File: src/rtl/wrr_arbiter_pkg.sv
// Shared types and helpers for the weighted round-robin arbiter.
package wrr_arbiter_pkg;

  typedef enum logic {
    IDLE = 1'b0,
    BUSY = 1'b1
  } state_e;

  // Wraps by comparing against the requester count, so non-power-of-two REQS is safe.
  function automatic int unsigned next_idx(input int unsigned idx, input int unsigned reqs);
    return (idx + 1 >= reqs) ? 0 : idx + 1;
  endfunction

endpackage

File: src/rtl/wrr_pick_first.sv
// Rotating-priority search: first requester at or after ptr, wrapping at REQS.
module wrr_pick_first
  import wrr_arbiter_pkg::*;
#(
  parameter int REQS  = 4,
  parameter int IDX_W = 2
) (
  input  logic [REQS-1:0]  reqs,
  input  logic [IDX_W-1:0] ptr,
  output logic             found,
  output logic [IDX_W-1:0] idx
);

  always_comb begin
    int unsigned c;
    found = 1'b0;
    idx   = '0;
    c     = 0;
    for (int unsigned k = 0; k < REQS; k++) begin
      c = 32'(ptr) + k;
      if (c >= REQS) c = c - REQS;
      if (!found && reqs[c[IDX_W-1:0]]) begin
        found = 1'b1;
        idx   = c[IDX_W-1:0];
      end
    end
  end

endmodule

File: src/rtl/wrr_arbiter.sv
// Weighted round-robin arbiter with registered one-hot grants and burst credits.
// Optional WRR_LOCK_EN adds lock_i, which holds the owner's grant without spending credit.
module wrr_arbiter
  import wrr_arbiter_pkg::*;
#(
  parameter int REQS     = 4,
  parameter int WEIGHT_W = 3
) (
  input  logic                     clk,
  input  logic                     rst,
  input  logic [REQS-1:0]          reqs_i,
  input  logic [REQS*WEIGHT_W-1:0] weights_i,
`ifdef WRR_LOCK_EN
  input  logic                     lock_i,
`endif
  output logic [REQS-1:0]          grants_o,
  output logic                     any_grant_o,
  output logic [$clog2(REQS)-1:0]  grant_idx_o
);

  localparam int IDX_W = $clog2(REQS);

  state_e              state_q;
  logic [IDX_W-1:0]    ptr_q;
  logic [IDX_W-1:0]    owner_q;
  logic [WEIGHT_W-1:0] credit_q;
  logic [REQS-1:0]     grants_q;
  logic                any_q;

  logic                lock_w;
  logic                keep;
  logic [IDX_W-1:0]    search_ptr;
  logic                pick_found;
  logic [IDX_W-1:0]    pick_idx;
  logic [WEIGHT_W-1:0] win_weight;
  logic [WEIGHT_W-1:0] credit_load;
  logic [REQS-1:0]     grant_vec;

`ifdef WRR_LOCK_EN
  assign lock_w = lock_i;
`else
  assign lock_w = 1'b0;
`endif

  // On release the search starts past the old owner in the same cycle, so there is no bubble.
  always_comb begin
    keep        = (state_q == BUSY) && reqs_i[owner_q] && ((credit_q != '0) || lock_w);
    search_ptr  = (state_q == BUSY) ? IDX_W'(next_idx(32'(owner_q), REQS)) : ptr_q;
    win_weight  = weights_i[32'(pick_idx)*WEIGHT_W +: WEIGHT_W];
    credit_load = (win_weight == '0) ? '0 : win_weight - WEIGHT_W'(1);
    grant_vec   = REQS'(1) << pick_idx;
  end

  wrr_pick_first #(
    .REQS  (REQS),
    .IDX_W (IDX_W)
  ) u_pick (
    .reqs  (reqs_i),
    .ptr   (search_ptr),
    .found (pick_found),
    .idx   (pick_idx)
  );

  always_ff @(posedge clk or posedge rst) begin
    if (rst) begin
      state_q  <= IDLE;
      ptr_q    <= '0;
      owner_q  <= '0;
      credit_q <= '0;
      grants_q <= '0;
      any_q    <= 1'b0;
    end else if (keep) begin
      if (!lock_w) credit_q <= credit_q - WEIGHT_W'(1);
    end else begin
      if (state_q == BUSY) ptr_q <= search_ptr;
      if (pick_found) begin
        state_q  <= BUSY;
        owner_q  <= pick_idx;
        credit_q <= credit_load;
        grants_q <= grant_vec;
        any_q    <= 1'b1;
      end else begin
        state_q  <= IDLE;
        grants_q <= '0;
        any_q    <= 1'b0;
      end
    end
  end

  assign grants_o    = grants_q;
  assign any_grant_o = any_q;
  assign grant_idx_o = owner_q;

endmodule

File: config.mk
export PLATFORM = sky130hd
export DESIGN_NAME = wrr_arbiter
export DESIGN_NICKNAME = d
export VERILOG_FILES = /design/src/rtl/wrr_arbiter_pkg.sv /design/src/rtl/wrr_pick_first.sv /design/src/rtl/wrr_arbiter.sv
export SDC_FILE = /design/constraint.sdc
export NUM_CORES = 1
export LEC_CHECK = 0
export BUFFER_PORTS_ARGS = -buffer_cell sky130_fd_sc_hd__clkbuf_2
export CAP_MARGIN = 20
export CORE_MARGIN = 5
export CORE_UTILIZATION = 53
export DETAILED_ROUTE_END_ITERATION = 10
export GPL_TIMING_DRIVEN = 0
export PLACE_DENSITY = 0.82
export REMOVE_ABC_BUFFERS = 1
export SYNTH_ARGS = -nofsm -noshare
export SYNTH_HDL_FRONTEND = slang
export SYNTH_HIERARCHICAL = 1
export SYNTH_SLANG_ARGS = --single-unit
File: constraint.sdc
create_clock -name clk -period 9 [get_ports clk]
set_input_delay 0.9 -clock clk [delete_from_list [all_inputs] [get_ports clk]]
set_output_delay 0.9 -clock clk [all_outputs]
set_load 0.02 [all_outputs]
After elaboration in Yosys (flattened, before gate mapping)
Index checks and enable logic that the tools add are counted.
W data, S select, Z words.
Word-level totals
  register bits: 12
  input bits: 18
  output and inout bits: 7
  word-level logic and storage cells: 71
Operators by class
  $add $sub $neg: 10
  multiply operators: 1
  order comparisons: 10
  shift operators: 2
  muxes and demuxes: 29
  bitwise gates (word level): 1
  reduce and logical (&&, ||, !) cells: 13
Operators by type and width (number)
  $mux W2: 10
  $lt A2 B3 Y1 const B: 5
  $ge A3 B3 Y1 const B: 4
  $shiftx A12 B5 Y3: 1
  $bmux W1 S2: 5
  $mux W1: 10
  $mux W3: 3
  $sub A2 B1 Y2 const B: 4
  $add A2 B1 Y3 const B: 2
  $add A2 B2 Y3 const B: 2
  $sub A3 B1 Y3 const B: 2
  $logic_and A1 B1 Y1: 5
  $mul A2 B2 Y4 const B: 1
  $mux W4: 1
  $reduce_and A2 Y1: 2
  $shl A1 B2 Y4 const A: 1
  $ge A2 B3 Y1 const B: 1
  $logic_not A1 Y1: 3
  $logic_not A3 Y1: 1
  $reduce_bool A3 Y1: 1
  $reduce_bool A2 Y1: 1
  $not A1 Y1: 1

Depth between registers and ports, before layout
  word-level depth: 24
  mapped depth: 15

By module
Netlist, hierarchy kept.
Modules (own cells, without submodules)
  wrr_arbiter: times used 1, cells an instance 69, area an instance 760.7 um^2, seq. area each 300.3 um^2
  wrr_pick_first: times used 1, cells an instance 15, area an instance 77.6 um^2, seq. area each 0.0 um^2

Worst setup path after synthesis
Ideal clock, no wire load.
  path type: reg2reg
  start point: register state_q
  end point: register credit_q[2]
  setup time: 0.126 ns
  data arrival time: 2.854 ns
  data required time: 8.874 ns
  setup slack: 6.020 ns
  cell stages (with the launch flop): 15
  period minus slack after synthesis: 2.980 ns
  cells stage by stage: dfrtp_1 clkbuf_1 mux2i_1 inv_2 a221o_1 a21oi_1 buf_2 mux4_2 nor2_2 inv_1 ha_1 nand2_1 o21ai_0 nand2_1 o21ai_0
Between the ends
  longest elaborated chain between the ends: 21
Ends and longest elaborated chain
  start: declaration: line wrr_arbiter.sv:23  | state_e state_q;
  start signal: assignment: line wrr_arbiter.sv:66  | state_q <= IDLE;
  start signal: assignment: line wrr_arbiter.sv:77  | state_q <= BUSY;
  start signal: assignment: line wrr_arbiter.sv:83  | state_q <= IDLE;
  $mux W2 (*): line wrr_arbiter.sv:48  | search_ptr = (state_q == BUSY) ? IDX_W'(next_idx(32'(owner_q), REQS)) : ptr_q;
  via search_ptr[0]: line wrr_arbiter.sv:32  | logic [IDX_W-1:0] search_ptr;
  branches (longest 13 deep; another with $add A2 B1 Y3)
  $mux W2 (*): line wrr_pick_first.sv:22  | if (!found && reqs[c[IDX_W-1:0]]) begin
  via pick_idx[0]: line wrr_arbiter.sv:34  | logic [IDX_W-1:0] pick_idx;
  $mul A2 B2 Y4 (*): line wrr_arbiter.sv:49  | win_weight = weights_i[32'(pick_idx)*WEIGHT_W +: WEIGHT_W];
  $shiftx A12 B5 Y3 (*): line wrr_arbiter.sv:49
  $sub A3 B1 Y3 / $logic_not A3 Y1 (equally long branches): line wrr_arbiter.sv:50  | credit_load = (win_weight == '0) ? '0 : win_weight - WEIGHT_W'(1);
  $mux W3 (*): line wrr_arbiter.sv:50
  $mux W3 (*): line wrr_arbiter.sv:76  | if (pick_found) begin
  $mux W3 (*): line wrr_arbiter.sv:72  | end else if (keep) begin
  end signal: assignment: line wrr_arbiter.sv:73  | if (!lock_w) credit_q <= credit_q - WEIGHT_W'(1);
  end signal: assignment: line wrr_arbiter.sv:79  | credit_q <= credit_load;
  end: declaration: line wrr_arbiter.sv:26  | logic [WEIGHT_W-1:0] credit_q;
Mark *: on every way through the listed nets, which the timed path passes. The select of a mux whose other input is x is not followed.
A chain may end at the register's enable or synchronous reset.

Worst setup path after layout
Same ends and word-level chain as after synthesis.

==> flow_summary.toml <==
[run_status]
outcome = "completed"

[power_and_ir_drop]
p_total_uw = 371
ir_drop_mv = 0.210
power.density_cell_area_mw_per_mm2 = 375
p_leak_nw = 0.506

[grt]
maximum_number_of_pins_on_one_net_before_global_route_repair = 20
globalRouteTotalUtil_pct = 15.6
grt_remaining_overflow = 0
grt_pass1_vias = 647
grt_antenna_before_repair = 0
grt_first_pass_wirelength_mm = 2.99

[cts]
worstSkewPairLatency_ns = 0.29
cts_setup_buffers = 0
cts_repair_resize_count = 0
numCtsBuffers = 3
clk_root_buffer_cell = "sky130_fd_sc_hd__clkbuf_4"
ctsHoldBuffers = 0
cts_max_path_buffers = 2
clkSlewWorstSetupHoldPaths_ns = 0.09
tritoncts_num_sinks = 12
clock_tree_from_tritoncts = "built"
cts-htree-levels = 1

[sta]
timing_worst_slew_pin_value_ns = 0.811
final.setup.worst_slack_ns = 5.60
grt_setup_unrepaired = "no"
report.final.slew_viol_count = 0
setup_viol = 0
timing_hold_violations_final = 0
final.period_utilization_pct = 37.8
setup_tns_ns = 0
finClkSkew_ns = 0.00324
worst_slew_margin_rel_pct = 46.0
fmax_mhz = 294
finalHoldWorstSlack_ns = 0.529
timing.final.crit_period_ns = 3.40

[drt]
detailroute.via_count = 680
detailedRoute.firstPassIterationCount = 4
antenna_violating_nets_post_route = 0
dr.first_iter.drc_count = 29
post_drt_via_cell_ratio = 5.53
detail_route.wl_per_cell_um = 14.2
route.detailed.drc = 0
finalWirelength_mm = 1.75

[floorplan]
fp.dieArea_mm2 = 0.00248
core_region_area_mm2 = 0.00151
floorplan.initialDensity_pct = 55.6
ioPinCount = 25
chipWidth_um = 49.8
placement_rows = 14
die_height_um = 49.8

[hold_path]
timing.hold.worst.class = "flop to flop"

[finish]
design.final.nets = 130
syn_to_final_growth_pct = 18.1
final_cell_count_without_fillers = 123
nFillCells = 127
antenna_cells = 0
drive_gt1_share_pct = 37.4

[worst_setup_path]
worstPathMaxFanout = 8
critPathKind = "flop to flop"
cp-start-kind = "flop"
kind_of_end_point_of_the_critical_path = "flop"
cp_data_arrival_time_ns = 3.57
cp_data_required_time_ns = 9.17

[run]
max-cap-violations = 0

[synth]
syn_inst = 84
synthArstFlopShare_pct = 100
ys_ff_latch = 12
synth_area_per_cell_um2 = 9.98
yosysSeqAreaShare_pct = 35.8
synthDistinctLibCells = 33
mappedNetlistArea_um2 = 838
synth_enable_flop_cells = 0
postSynth.topFlopCell = "sky130_fd_sc_hd__dfrtp_1"
yosysWarningCount = 6

[placed_design]
hpwlAfterDp_mm = 1.26
pre_cts_slack_ns = 5.42
globalplace.congestion = 0.832
placement.io_buffers = 24
cell_count_after_placement = 119
-- Yosys cell counts (2+ instances only) --
library cell               number  share of area (%)
sky130_fd_sc_hd__a21boi_1       2                1.8
sky130_fd_sc_hd__a21oi_1        6                3.6
sky130_fd_sc_hd__buf_2          2                1.2
sky130_fd_sc_hd__dfrtp_1       12                 36
sky130_fd_sc_hd__ha_1           4                6.0
sky130_fd_sc_hd__inv_1         14                6.3
sky130_fd_sc_hd__mux2_4         2                3.6
sky130_fd_sc_hd__mux2i_1        2                2.4
sky130_fd_sc_hd__mux4_2         4                 11
sky130_fd_sc_hd__nand2_1        3                1.3
sky130_fd_sc_hd__nand2b_1       2                1.5
sky130_fd_sc_hd__nand3_1        2                1.2
sky130_fd_sc_hd__nand4b_1       2                2.1
sky130_fd_sc_hd__nor2_1         3                1.3
sky130_fd_sc_hd__o21ai_0        6                3.6
-- flip-flops by register name (all words and copies together) (netlist names) --
register	flops
ptr_q	2
state_q	1
grants_o	4
grant_idx_o	2
credit_q	3
-- per-stage QoR --
step / utilization, % / area, µm²
5_1_grt: 65.7 / 990
6_report: 65.7 / 990
4_1_cts: 65.7 / 990
3_3_place_gp: 63.3 / 953
2_1_floorplan: - / 813
3_5_place_dp: 63.3 / 953
-- worst max-delay path: stages, from the launching register on --
cell,delay (ns)
sky130_fd_sc_hd__dfrtp_1,0.54
sky130_fd_sc_hd__mux2i_1,0.34
sky130_fd_sc_hd__inv_2,0.07
sky130_fd_sc_hd__a221o_1,0.32
sky130_fd_sc_hd__a21oi_1,0.66
sky130_fd_sc_hd__mux4_2,0.63
sky130_fd_sc_hd__nor2_2,0.18
sky130_fd_sc_hd__inv_1,0.06
sky130_fd_sc_hd__ha_1,0.18
sky130_fd_sc_hd__nand2_1,0.05
sky130_fd_sc_hd__o21ai_0,0.09
sky130_fd_sc_hd__nand2_1,0.08
sky130_fd_sc_hd__o21ai_0,0.08
-- logic make-up (layout without fill, tap and decap cells) --
group                      Yosys count  after routing  synth area share (%)
AOI/OAI and AO/OA                   20             20                  14.9
and+or+nand+nor                     18             18                  14.5
DFF                                 12             12                  35.8
adders and majority gates            4              4                  5.97
muxes                                9              9                  18.1
buffers and inverters               20             43                  9.70
xor gates and xnor gates             1              1                  1.04
-- power by group --
| group | leakage, nW | switching (mW) | internal, mW |
|---|---|---|---|
| Combinational | 0.341 | 0.121 | 0.107 |
| Sequential | 0.144 | 0.0177 | 0.0786 |
| Clock | 0.0210 | 0.0214 | 0.0247 |
| Total | 0.506 | 0.160 | 0.211 |
-- layout make-up --
| cell class | instances | area (µm²) | share of cell area (%) |
|---|---|---|---|
| Timing Repair Buffer | 24 | 120 | 12.1 |
| Clock buffer | 4 | 36.3 | 3.67 |
| Tap cell | 16 | 20.0 | 2.02 |
| Sequential cell | 12 | 300 | 30.3 |
| Inverter | 15 | 56.3 | 5.69 |
| Multi-Input combinational cell | 52 | 457 | 46.1 |
-- layer usage --
metal  vias to the layer above  track usage [%]  wire length, µm
met1                       326             19.8              765
met4                         0             3.93                0
met5                         -                0                0
li1                        334                -                -
met2                        20             24.8              873
met3                         0             6.02              113
-- placed cells by master, fill, tap and decap left out, types with 3 or more instances in the layout --
cell,n
sky130_fd_sc_hd__clkbuf_4,3
sky130_fd_sc_hd__inv_1,14
sky130_fd_sc_hd__nor2_1,3
sky130_fd_sc_hd__mux4_2,4
sky130_fd_sc_hd__dfrtp_1,12
sky130_fd_sc_hd__o21ai_0,6
sky130_fd_sc_hd__ha_1,4
sky130_fd_sc_hd__a21oi_1,6
sky130_fd_sc_hd__clkbuf_2,24
sky130_fd_sc_hd__nand2_1,3
-- final timing paths --
| kind | startpoint | endpoint | slack [ns] | depth (start not counted) |
|---|---|---|---|---|
| worst max-delay path | state_q | credit_q[2] | 5.60 | 12 |
| min in group asynchronous | rst | grants_o[3] | 0.59 | 2 |
| worst min register to register | credit_q[0] | credit_q[0] | 0.53 | 1 |
| max in group asynchronous | rst | credit_q[2] | 8.08 | 2 |
| worst min-delay path | credit_q[0] | credit_q[0] | 0.53 | 1 |
| worst max register to register | state_q | credit_q[2] | 5.60 | 12 |
(Power assumes the default switching activity.)
